[src/rtl/sram_arbiter.sv]
// rtl/sram_arbiter.sv - three-client round-robin SRAM arbiter with hold-time preemption
//
// Purpose:
//   Shares one single-port SRAM between three clients. Clients raise req,
//   and the arbiter grants one owner at a time in round-robin order. Each
//   ownership is followed by a one-cycle dead bus (TURNAROUND). A long-running
//   owner is preempted after MAX_HOLD grant cycles, but only if another
//   client is waiting.
//
// Ports:
//   clk, reset                 clock, asynchronous active-high reset
//   req[2:0]                   per-client request (0 blob_extraction, 1 blob_sorting, 2 tracking)
//   grant[2:0]                 registered one-hot (or zero) ownership
//   cN_address/wren/data_write per-client SRAM access, muxed through while owned
//   mem_address/wren/data_write SRAM side; all zero when nobody is granted
//   mem_data_read              SRAM read data in
//   data_read                  read data broadcast unregistered to every client
//   busy                       high whenever the FSM is not IDLE

module sram_arbiter #(
  parameter int ADDR_W   = 18,
  parameter int DATA_W   = 32,
  parameter int MAX_HOLD = 1024
) (
  input  logic              clk,
  input  logic              reset,
  input  logic [2:0]        req,
  output logic [2:0]        grant,
  input  logic [ADDR_W-1:0] c0_address,
  input  logic [ADDR_W-1:0] c1_address,
  input  logic [ADDR_W-1:0] c2_address,
  input  logic              c0_wren,
  input  logic              c1_wren,
  input  logic              c2_wren,
  input  logic [DATA_W-1:0] c0_data_write,
  input  logic [DATA_W-1:0] c1_data_write,
  input  logic [DATA_W-1:0] c2_data_write,
  output logic [ADDR_W-1:0] mem_address,
  output logic              mem_wren,
  output logic [DATA_W-1:0] mem_data_write,
  input  logic [DATA_W-1:0] mem_data_read,
  output logic [DATA_W-1:0] data_read,
  output logic              busy
);

  typedef enum logic [1:0] {
    IDLE       = 2'd0,
    GRANT      = 2'd1,
    TURNAROUND = 2'd2
  } state_t;

  // Preemption fires on the grant cycle whose counter value is MAX_HOLD-1,
  // so the owner keeps the bus for exactly MAX_HOLD cycles.
  localparam logic [15:0] HOLD_LIMIT = (MAX_HOLD == 0) ? 16'd0 : 16'(MAX_HOLD - 1);

  state_t      state_q;
  logic [2:0]  grant_q;
  logic [1:0]  owner_q;
  logic [1:0]  last_owner_q;
  logic [15:0] hold_q;

  logic [1:0]  pick_d;
  logic [2:0]  pick_onehot_d;
  logic        owner_req;
  logic        others_req;
  logic        preempt;

  // First requester found searching cyclically from last+1.
  function automatic logic [1:0] rr_pick(input logic [2:0] r, input logic [1:0] last);
    logic [1:0] idx;
    logic       found;
    rr_pick = 2'd0;
    found   = 1'b0;
    idx     = last;
    for (int k = 0; k < 3; k++) begin
      idx = (idx == 2'd2) ? 2'd0 : idx + 2'd1;
      if (!found && r[idx]) begin
        rr_pick = idx;
        found   = 1'b1;
      end
    end
  endfunction

  assign pick_d        = rr_pick(req, last_owner_q);
  assign pick_onehot_d = 3'b001 << pick_d;
  assign owner_req     = |(req & grant_q);
  assign others_req    = |(req & ~grant_q);
  assign preempt       = (MAX_HOLD != 0) && (hold_q >= HOLD_LIMIT) && others_req;

  always_ff @(posedge clk or posedge reset) begin
    if (reset) begin
      state_q      <= IDLE;
      grant_q      <= 3'b000;
      owner_q      <= 2'd0;
      last_owner_q <= 2'd2;
      hold_q       <= 16'd0;
    end else begin
      case (state_q)
        IDLE: begin
          if (|req) begin
            owner_q <= pick_d;
            grant_q <= pick_onehot_d;
            hold_q  <= 16'd0;
            state_q <= GRANT;
          end
        end
        GRANT: begin
          if (hold_q != 16'hFFFF) begin
            hold_q <= hold_q + 16'd1;
          end
          // A release and a preemption in the same cycle fold into one exit.
          if (!owner_req || preempt) begin
            grant_q      <= 3'b000;
            last_owner_q <= owner_q;
            state_q      <= TURNAROUND;
          end
        end
        TURNAROUND: begin
          // The dead-bus cycle also serves as the arbitration point, with
          // last_owner already pointing at the departing client, so pending
          // requests see exactly one zero-grant cycle between owners.
          if (|req) begin
            owner_q <= pick_d;
            grant_q <= pick_onehot_d;
            hold_q  <= 16'd0;
            state_q <= GRANT;
          end else begin
            state_q <= IDLE;
          end
        end
        default: begin
          grant_q <= 3'b000;
          state_q <= IDLE;
        end
      endcase
    end
  end

  // Muxing on the registered grant means reset zeroes the SRAM controls
  // immediately, without waiting for a clock edge.
  always_comb begin
    mem_address    = '0;
    mem_wren       = 1'b0;
    mem_data_write = '0;
    case (grant_q)
      3'b001: begin
        mem_address    = c0_address;
        mem_wren       = c0_wren;
        mem_data_write = c0_data_write;
      end
      3'b010: begin
        mem_address    = c1_address;
        mem_wren       = c1_wren;
        mem_data_write = c1_data_write;
      end
      3'b100: begin
        mem_address    = c2_address;
        mem_wren       = c2_wren;
        mem_data_write = c2_data_write;
      end
      default: begin
        mem_address    = '0;
        mem_wren       = 1'b0;
        mem_data_write = '0;
      end
    endcase
  end

  assign grant     = grant_q;
  assign data_read = mem_data_read;
  assign busy      = (state_q != IDLE);

endmodule

[config.mk]
export PLATFORM = sky130hd
export DESIGN_NAME = sram_arbiter
export DESIGN_NICKNAME = d
export VERILOG_FILES = /design/src/rtl/sram_arbiter.sv
export SDC_FILE = /design/constraint.sdc
export NUM_CORES = 1
export LEC_CHECK = 0
export ABC_AREA = 1
export ABC_CLOCK_PERIOD_IN_PS = 2900
export BUFFER_PORTS_ARGS = -buffer_cell sky130_fd_sc_hd__buf_2
export CAP_MARGIN = 20
export CELL_PAD_IN_SITES_DETAIL_PLACEMENT = 0
export CELL_PAD_IN_SITES_GLOBAL_PLACEMENT = 2
export CORE_MARGIN = 3
export CORE_UTILIZATION = 17
export CTS_BUF_LIST = sky130_fd_sc_hd__clkbuf_8
export CTS_CLUSTER_DIAMETER = 150
export DETAILED_ROUTE_END_ITERATION = 8
export PLACE_DENSITY_LB_ADDON = 0.3
export SKIP_CTS_REPAIR_TIMING = 1
export SLEW_MARGIN = 20
export SYNTH_ARGS = -nofsm -noshare
export SYNTH_HDL_FRONTEND = slang
export SYNTH_SLANG_ARGS = --single-unit
[constraint.sdc]
create_clock -name clk -period 2.9 [get_ports clk]
set_clock_uncertainty 0.1 [all_clocks]
set_input_delay 0.435 -clock clk [delete_from_list [all_inputs] [get_ports clk]]
set_output_delay 0.435 -clock clk [all_outputs]
set_load 0.05 [all_outputs]
# ---- Word-level counts from Yosys, hierarchy flattened
# Index checks and enable logic that the tools add are counted.
# W data, S select, Z words.
dict set report totals {
  register_bits 25
  inputBits 190
  output_inout_bits 87
  elab_cells 76
}
dict set report op_classes {
  n_addsub 4
  magnitude_cmp 4
  eq_ne 13
  n_shift 1
  mux 27
  bitwise_logic 3
  n_reduce_logical 19
}
# op count
set op_table {}
lappend op_table {{$pmux W32 S3} 1}
lappend op_table {{$pmux W18 S3} 1}
lappend op_table {{$mux W16} 2}
lappend op_table {{$pmux W16 S2} 1}
lappend op_table {{$add A16 B1 Y16 const B} 1}
lappend op_table {{$ge A16 B10 Y1 const B} 1}
lappend op_table {{$mux W2} 8}
lappend op_table {{$ne A16 B16 Y1 const B} 1}
lappend op_table {{$lt A2 B3 Y1 const B} 3}
lappend op_table {{$reduce_or A3 Y1} 3}
lappend op_table {{$eq A2 B2 Y1 const B} 4}
lappend op_table {{$reduce_and A2 Y1} 4}
lappend op_table {{$add A2 B1 Y2 const B} 3}
lappend op_table {{$and A3 B3 Y3} 2}
lappend op_table {{$bmux W1 S2} 3}
lappend op_table {{$mux W1} 6}
lappend op_table {{$mux W3} 2}
lappend op_table {{$ne A2 B2 Y1 const B} 3}
lappend op_table {{$pmux W2 S3} 1}
lappend op_table {{$pmux W3 S2} 1}
lappend op_table {{$reduce_bool A2 Y1} 2}
lappend op_table {{$eq A3 B1 Y1 const B} 1}
lappend op_table {{$eq A3 B2 Y1 const B} 1}
lappend op_table {{$eq A3 B3 Y1 const B} 1}
lappend op_table {{other kinds (11)} 15}

# ---- Longest topological paths before layout
dict set report depth {
  word_depth 14
  depth_mapped 12
  mapped_depth_nobuf 11
}

# ---- Worst setup path after synthesis
# Ideal clock, no wire load.
dict set report synth_path {
  path_type {reg2out}
  startpoint {register grant_q[0] (netlist: grant[0])}
  endpoint {output mem_address[0]}
  t_arrival_ns 1.916
  required_ns 2.365
  setup_slack_ns 0.449
  stages_incl_launch_ff 6
  path_buffers 1
  cell_sequence {dfrtp_1 > inv_1 > nor3_1 > clkbuf_1 > nand2_1 > nand3_1}
}
dict set report synth_between {
  elab_chain_len 2
  elab_cells_between_ends 4
  classes_between {eq/ne (3); mux (1)}
}
# element line_no
set synth_rtl {}
lappend synth_rtl {{start, declared} 57} ;# logic [2:0] grant_q;
lappend synth_rtl {{start signal, assigned} 102} ;# grant_q <= pick_onehot_d;
lappend synth_rtl {{start signal, assigned} 124} ;# grant_q <= pick_onehot_d;
lappend synth_rtl {{$eq A3 B3 Y1 (tied with other cells)} 145} ;# case (grant_q)
lappend synth_rtl {{$pmux W18 S3 (*)} 145}
lappend synth_rtl {{end, declared} 38} ;# output logic [ADDR_W-1:0] mem_address,
# Every way passes the cells marked *; elsewhere a longest branch is shown, timed or not.

# ---- Final worst setup path
dict set report layout_path {
  startpoint {register grant_q[0] (netlist: grant[0])}
  endpoint {output mem_data_write[12]}
}
dict set report layout_between {
  elab_chain_len 2
  elab_cells_between_ends 4
  classes_between {eq/ne (3); mux (1)}
}
# element line_no
set layout_rtl {}
lappend layout_rtl {{$eq A3 B3 Y1 (tied with other cells)} 145}
lappend layout_rtl {{$pmux W32 S3 (*)} 145}
lappend layout_rtl {{end, declared} 40} ;# output logic [DATA_W-1:0] mem_data_write,
# Marks and branches as above.

==> impl_metrics.json <==
{
  "synth_xor_area_share_pct": 1.261,
  "stdcell_count": 873,
  "critPathLaunchType": "flop",
  "route.detailed.drc": 0,
  "async_flop_share_pct": 100.0,
  "muxShareOfSynthArea_pct": 0,
  "post-route-min-period_ns": 2.393,
  "synth_nets": 677,
  "setup_viol": 0,
  "rows": 46,
  "p_leak_uw": 0.002124,
  "min_path_type": "in2async",
  "cts_tree": "yes",
  "r2r_cells": 10,
  "cts_buffers": 3,
  "overflow": 0,
  "timing.final.crit_share_pct": 82.52,
  "gp_congestion": 0.8294,
  "syn_avg_cell_area_um2": 5.718,
  "seq_area_um2": 626.9,
  "die_h_um": 133.9,
  "final_cell_mix": "nand2_1, buf_2, nand3_1",
  "drt_iter0_drc": 106,
  "final_area_um2": 3964,
  "grt_pass1_vias": 3667,
  "timing.rr.end": "hold_q[7]",
  "wl_per_cell_um": 15.10,
  "tns_ns": 0,
  "cp_max_fo": 51,
  "cts-root-buf": "clkbuf_8",
  "ys_warn_count": 0,
  "crit_cells": 6,
  "path_class": "reg2out",
  "fp.dieW_um": 133.9,
  "r2r_start": "hold_q[0]",
  "area_growth_pct": 42.64,
  "fin_ws_ns": 0.5068,
  "power_density_nw_per_um2": 894.3,
  "hold_viol": 0,
  "ys_ff_latch": 25,
  "drv_slew": 0,
  "place_inst": 867,
  "crit_chain": "inv_1 > nor3_2 > buf_12 > nand2_1 > nand3_1 > buf_2",
  "placed_cell_area_um2": 3910,
  "max_freq_mhz": 417.8,
  "endpoint_kind": "primary output",
  "synth_flop_cell": "dfrtp_1",
  "netlist_instances": 486,
  "clock_path_buffers": 2,
  "synth.distinct_cells": 28,
  "h-tree-depth": 1,
  "vias_per_cell": 4.204,
  "synth_edf_count": 0,
  "synth_fa_ha_area_share_pct": 0.4502,
  "cts.reportedPaths.clkPinSlew_ns": 0.10,
  "die-area_um2": 17920,
  "synth-compound-area-share_pct": 7.204,
  "dp_hpwl_um": 11200,
  "grt_max_degree": 52,
  "port_buffers": 212,
  "dp_slack_ns": 0.7034,
  "cap_violations": 0,
  "multi_input_area_um2": 1738,
  "status": "finished clean",
  "rsz0062_at_grt": "false",
  "synthSimpleGateAreaFrac_pct": 53.08,
  "grt_usage_pct": 14.24,
  "synth_area_um2": 2779,
  "critPathTopFamily": "buffers and inverters",
  "routed_wl_um": 13180,
  "insertion_delay_ns": 0.27,
  "relSlewSlack_pct": 45.84,
  "cp.required_ns": 2.37,
  "path_buf_inv": 3,
  "synth_top_family_by_area": "simple AND/OR/NAND/NOR gates",
  "ios": 277,
  "arrival_ns": 1.86,
  "initial_core_util_pct": 17.43,
  "drt-pass1-iter-count": 4,
  "fin_nets": 847,
  "grt_antenna_before_repair": 4,
  "vias": 3670,
  "worst_path_max_delay_cell": "dfrtp_1",
  "fillers": 1884,
  "layout_commonest_cell": "nand2_1",
  "critical_path.max_stage_delay_ns": 0.48,
  "ys_seq_area_share_pct": 22.56,
  "core_um2": 15940,
  "reg2reg_slack_ns": 0.68,
  "tightest_slew_ns": 0.8093,
  "cts_sinks": 25,
  "vdd_drop_max_mv": 0.4056,
  "grt_pass1_wl_um": 20440,
  "drive_above_1_share_pct": 38.02,
  "postRouteAntennaNets": 0
}
[layout make-up]
type,count,share of cell area [%]
well taps,216,6.818
diodes,2,0.1263
inverters,25,2.367
clock buffers,3,1.042
multi-input cells,384,43.84
clock inverters,1,0.1894
repair buffers,217,29.80
flip-flops and latches,25,15.81
[sequential cells by signal, indices dropped and copies added (netlist names)]
signal        cells
hold_q           16
state_q           2
last_owner_q      2
grant             3
owner_q           2
[worst max-delay path by stage]
| stage | start | end |
|---|---|---|
| floorplan | grant[0] | mem_address[0] |
| global route | grant[0] | mem_address[4] |
| global placement | req[0] | hold_q[5] |
| CTS | grant[0] | mem_data_write[12] |
| finish | grant[0] | mem_data_write[12] |
| detailed placement | req[0] | hold_q[5] |
[metal layers]
layer  routed length (um)  global-route usage [%]
met5                   38                       0
met4                  244                   3.257
met3                 1257                   4.764
met2                 6602                   25.21
met1                 5035                   16.67
[power breakdown]
part / leakage [uW] / switching (uW) / internal (uW)
clock: 0.0000217 / 122 / 97.6
combinational: 0.00177 / 2120 / 685
sequential: 0.000334 / 94.4 / 423
total: 0.00212 / 2340 / 1210
[synth_stat cells (2+ instances only)]
library cell  instances  area [um^2]
nand2_1             224        840.8
nand3_1              74        370.4
buf_4                32        240.2
dfrtp_1              24        600.6
inv_1                24        90.09
nor2_1               24        90.09
clkbuf_1             17        63.81
o21ai_0              12        60.06
nand4_1               9        56.30
nor3_1                9        45.04
o21ai_2               9        78.83
nand2_2               4        25.02
nor2_2                3        18.77
or2_2                 3        18.77
xor2_1                3        26.28
a31o_2                2        17.52
o211ai_1              2        15.01
[worst reg2reg max path, delay by kind of cell, from the launching register on]
family	cells	cell delay [ns]
AOI/OAI and AO/OA	1	0.33
and+or+nand+nor	7	0.78
DFF	1	0.50
adders and majority gates	1	0.30
buffers and inverters	1	0.11
[cells by family after synthesis]
group	Yosys count
AO/OA/AOI/OAI	28
adder cells (fa/ha/maj)	1
flip-flops	25
XOR/XNOR	4
buffers and inverters	77
AND/OR/NAND/NOR	351
[stage by stage]
stage               util [%]  total power, uW  hold WS, ns
floorplan                  -             2660       0.3616
global placement       24.53             3384       0.4027
detailed placement     24.53             3387       0.4054
CTS                    24.83             3615       0.1132
global route           24.85             3817       0.1279
finish                 24.86             3545       0.1005
(Power assumes the default switching activity.)
